**config.mk**
```make
export PLATFORM = sky130hd
export DESIGN_NAME = seq_detector_param
export DESIGN_NICKNAME = d
export VERILOG_FILES = /design/src/rtl/seq_detector_param.sv
export SDC_FILE = /design/constraint.sdc
export NUM_CORES = 1
export LEC_CHECK = 0
export CAP_MARGIN = 0
export CORE_AREA = 2 2 39 41
export CTS_CLUSTER_DIAMETER = 100
export DETAILED_ROUTE_END_ITERATION = 10
export DIE_AREA = 0 0 41 43
export GPL_TIMING_DRIVEN = 0
export PLACE_DENSITY = 0.68
export SLEW_MARGIN = 20
export SYNTH_ARGS = -nofsm -noshare
export SYNTH_HDL_FRONTEND = slang
export SYNTH_SLANG_ARGS = --single-unit
```
**constraint.sdc**
```tcl
create_clock -name clk -period 2.25 [get_ports clk]
set_clock_uncertainty 0.1 [all_clocks]
set_input_delay 0.675 -clock clk [delete_from_list [all_inputs] [get_ports clk]]
set_output_delay 0.675 -clock clk [all_outputs]
set_load 0.02 [all_outputs]
```
**src/rtl/seq_detector_param.sv**
```systemverilog
// Parametrised serial pattern detector with run-time overlap select and input qualifier.
// Define SEQ_DET_CNT_EN to build the saturating match counter and its clear input.
module seq_detector_param #(
  parameter int             LEN     = 6,
  parameter logic [LEN-1:0] PATTERN = 6'b101011,
  parameter int             CNT_W   = 8,
  parameter int             PW      = $clog2(LEN)
) (
  input  logic             clk,
  input  logic             rst,
  input  logic             x,
  input  logic             x_valid,
  input  logic             overlap,
  input  logic             clr_cnt,
  output logic             z,
  output logic [PW-1:0]    state,
  output logic [CNT_W-1:0] match_cnt
);

  localparam int PW1 = PW + 1;
  localparam int NS  = 2 ** PW;

  // Bit j of the pattern in arrival order (j = 0 is received first).
  function automatic logic pbit(input int j);
    logic [LEN-1:0] tmp;
    tmp = PATTERN >> (LEN - 1 - j);
    return tmp[0];
  endfunction

  // Longest pattern prefix that is a suffix of (first k pattern bits, then b); LEN means a full match.
  function automatic int f_next(input int k, input logic b);
    int   res;
    logic ok;
    logic sb;
    res = 0;
    for (int m = 1; m <= k + 1; m++) begin
      ok = 1'b1;
      for (int i = 0; i < m; i++) begin
        sb = (k + 1 - m + i == k) ? b : pbit(k + 1 - m + i);
        if (sb != pbit(i)) ok = 1'b0;
      end
      if (ok) res = m;
    end
    return res;
  endfunction

  function automatic int f_border();
    int   res;
    logic ok;
    res = 0;
    for (int m = 1; m < LEN; m++) begin
      ok = 1'b1;
      for (int i = 0; i < m; i++)
        if (pbit(LEN - m + i) != pbit(i)) ok = 1'b0;
      if (ok) res = m;
    end
    return res;
  endfunction

  localparam logic [PW-1:0]  BORDER_S = PW'(f_border());
  localparam logic [PW1-1:0] LEN_P    = PW1'(LEN);

  // Transition table padded to a power of two so any state_q value indexes safely.
  logic [NS-1:0][PW1-1:0] nxt0, nxt1;

  for (genvar k = 0; k < NS; k++) begin : g_tab
    localparam int N0 = (k < LEN) ? f_next(k, 1'b0) : 0;
    localparam int N1 = (k < LEN) ? f_next(k, 1'b1) : 0;
    assign nxt0[k] = PW1'(N0);
    assign nxt1[k] = PW1'(N1);
  end

  logic [PW-1:0]  state_q, state_d;
  logic           z_q, z_d;
  logic [PW1-1:0] m_nxt;

  always_comb begin
    state_d = state_q;
    z_d     = 1'b0;
    m_nxt   = x ? nxt1[state_q] : nxt0[state_q];
    if ({1'b0, state_q} >= LEN_P) begin
      state_d = '0;
    end else if (x_valid) begin
      if (m_nxt == LEN_P) begin
        z_d     = 1'b1;
        state_d = overlap ? BORDER_S : '0;
      end else begin
        state_d = m_nxt[PW-1:0];
      end
    end
  end

  always_ff @(posedge clk) begin
    if (!rst) begin
      state_q <= '0;
      z_q     <= 1'b0;
    end else begin
      state_q <= state_d;
      z_q     <= z_d;
    end
  end

  assign z     = z_q;
  assign state = state_q;

`ifdef SEQ_DET_CNT_EN
  logic [CNT_W-1:0] cnt_q, cnt_d;

  // Clear beats a coincident match; the count sticks at all-ones.
  always_comb begin
    cnt_d = cnt_q;
    if (clr_cnt)                  cnt_d = '0;
    else if (z_d && cnt_q != '1)  cnt_d = cnt_q + 1'b1;
  end

  always_ff @(posedge clk) begin
    if (!rst) cnt_q <= '0;
    else      cnt_q <= cnt_d;
  end

  assign match_cnt = cnt_q;
`else
  logic unused_clr;
  assign unused_clr = clr_cnt;
  assign match_cnt  = '0;
`endif

endmodule

```
==> impl_metrics.py <==
metrics = {
    "setup_path": {
        "ff2ff_setup_slack_ns": 0.63,
        "required_ns": 2.31,
        "end_kind": "register",
        "startpoint_type": "primary input",
        "worstPathCellList": "clkdlybuf4s50_1 > a41oi_2 > or3_1 > o32ai_1",
        "crit_path_top_delay_cell": "clkdlybuf4s50_1",
        "r2r_cells": 4,
        "crit_fanout": 6,
        "max_stage_delay_ns": 0.61,
        "path_class": "primary input to register",
        "arrival_ns": 2.10,
    },
    "clocking": {
        "cts_num_sinks": 9,
        "cts_tree": "done",
        "cts-hold-fix-buffers": 0,
        "postCtsSetupBuffers": 0,
        "clockBufferDepth": 2,
        "path_clk_slew_ns": 0.06,
        "h-tree-depth": 1,
        "root_buffer": "clkbuf_4",
        "clk_latency_ns": 0.25,
        "ctsResizeCount": 0,
        "cts_inserted_buffers": 3,
    },
    "power_and_ir_drop": {
        "p_leak_uw": 0.000251,
        "power_density_mw_per_mm2": 550,
        "ir_drop_v": 0.000328,
    },
    "finish": {
        "area_delta_synth_final_pct": 29.2,
        "final_cell_mix": "dfxtp_1 (9), buf_4 (8), conb_1 (8)",
        "nFillCells": 140,
        "seqCellArea_um2": 180,
        "multi_input_area_um2": 259,
        "drive_gt1_share_pct": 26.5,
        "layout_commonest_cell": "dfxtp_1",
        "final_cells": 84,
        "final_nets": 75,
        "antenna_cells": 0,
    },
    "routing": {
        "routed.top_layer": "met3",
        "wl_met2_um": 342,
        "wl_per_cell_um": 9.70,
        "drt_iter0_markers": 8,
        "vias": 371,
        "viasPerCell": 4.42,
        "wl_um": 815,
        "wl_met1_um": 402,
        "met3_length_um": 70,
        "drt.antenna.violating_nets": 0,
        "remaining_drc_errors": 0,
        "drt_first_pass_iters": 3,
    },
    "logic_synthesis": {
        "yosysTopAreaCell": "dfxtp_1",
        "syn-cell-area_um2": 488,
        "ys_warn_count": 0,
        "syn_inst": 50,
        "avgSynthCellArea_um2": 9.76,
        "ys_top_cells_by_area": "dfxtp_1 (37%), buf_4 (12%), a221oi_4 (5.4%)",
        "netlist.area_leader.share_pct": 36.9,
        "ys_types": 26,
        "ys_seq_area_share_pct": 36.9,
        "synth-seq-cells": 9,
    },
    "timing": {
        "report.final.slew_viol_count": 0,
        "post-route-period-util_pct": 90.4,
        "final.setup.tns_ns": 0,
        "setup_viol": 0,
        "finalHoldViolations": 0,
        "fmax_mhz": 492,
        "rsz0062_at_grt": "no",
        "period_minus_slack_ns": 2.03,
    },
    "die": {
        "fp.dieH_um": 43,
        "design.die.area_mm2": 0.00176,
        "num_rows": 14,
        "pin_count": 18,
        "core_mm2": 0.00138,
        "die_w_um": 41,
        "initial_utilization_pct": 35.3,
    },
    "run_status": {
        "status": "finished clean",
    },
    "global_routing": {
        "grt_pass1_vias": 307,
        "grt_max_degree": 10,
        "antenna_found_initial": 0,
        "grtUsageTotal_pct": 11.2,
        "grt_pass1_wl_mm": 1.26,
        "grt_overflow_total": 0,
    },
    "place": {
        "place_congestion": 0.755,
        "hpwlAfterDp_um": 620,
        "io_buffers": 7,
        "placed_cells": 80,
    },
    "job": {
        "drv_cap": 0,
    },
    "min_path": {
        "holdPathStages": 2,
        "hold_path.class": "register to register",
        "holdPathEnd": "z",
    },
}
==> worst max-delay path by stage <==
stage                     to     from  cells past startpoint
detailed placement  register  x_valid                      4
floorplan           register        x                      5
CTS                 register  x_valid                      4
global route        register  x_valid                      5
finish              register  x_valid                      4
global placement    register  x_valid                      4
==> cells in the mapped netlist (all sizes together) <==
library cell and number:
mux2 1, nor3b 1, inv 1, o32ai 1, nor2 5, nor2b 3
a21boi 1, dfxtp 9, or3 1, a41oi 1, nand4b 2, a21bo 1
a211oi 1, o21ai 2, buf 9, nor3 1, and2 1, nand3b 1
or3b 1, nand4 2, conb 1, nand2 2, nand3 1, a221oi 1
==> per-layer routing <==
layer / GRT usage [%] / vias up
li1: - / 198
met1: 14.7 / 162
met5: 0 / -
met3: 3.66 / 0
met4: 10.0 / 0
met2: 13.8 / 11
==> per-stage QoR <==
stage | utilization [%] | instance area (µm²) | hold WS [ns] | setup WS [ns] | power [µW]
finish | 45.6 | 631 | 0.485 | 0.216 | 347
detailed placement | 43.7 | 604 | 0.472 | -0.0223 | 228
CTS | 45.6 | 631 | 0.478 | 0.245 | 353
floorplan | - | 514 | 0.422 | 0.258 | 214
global route | 45.6 | 631 | 0.506 | 0.0918 | 368
global placement | 43.7 | 604 | 0.468 | -0.00711 | 227
==> logic make-up (layout without fill, tap and decap cells) <==
| group | Yosys count | count (layout) | share of synthesized area [%] |
|---|---|---|---|
| and+or+nand+nor | 21 | 21 | 26.9 |
| muxes | 1 | 1 | 2.31 |
| DFF | 9 | 9 | 36.9 |
| buffers and inverters | 10 | 21 | 15.4 |
| AOI/OAI and AO/OA | 8 | 8 | 17.7 |
| other | 1 | 8 | 0.768 |
==> final cells by class <==
type / instances / area share, %
Multi-Input combinational cell: 38 / 41.1
Sequential cell: 9 / 28.6
Buffer: 9 / 11.3
Timing Repair Buffer: 7 / 11.1
Clock buffer: 4 / 4.17
Tap cell: 16 / 3.17
Inverter: 1 / 0.595
==> worst max-delay path: cells and delay by family <==
family                 cells  cell delay (ns)
buffers and inverters      1             0.61
AO/OA/AOI/OAI              2             0.43
AND/OR/NAND/NOR            1             0.37
==> power by group <==
group,internal (µW),switching [µW]
clock,68.2,54.0
combinational,27.3,30.7
sequential,164,3.09
total,259,87.8
Note: power is estimated with default switching activity, not from simulation.
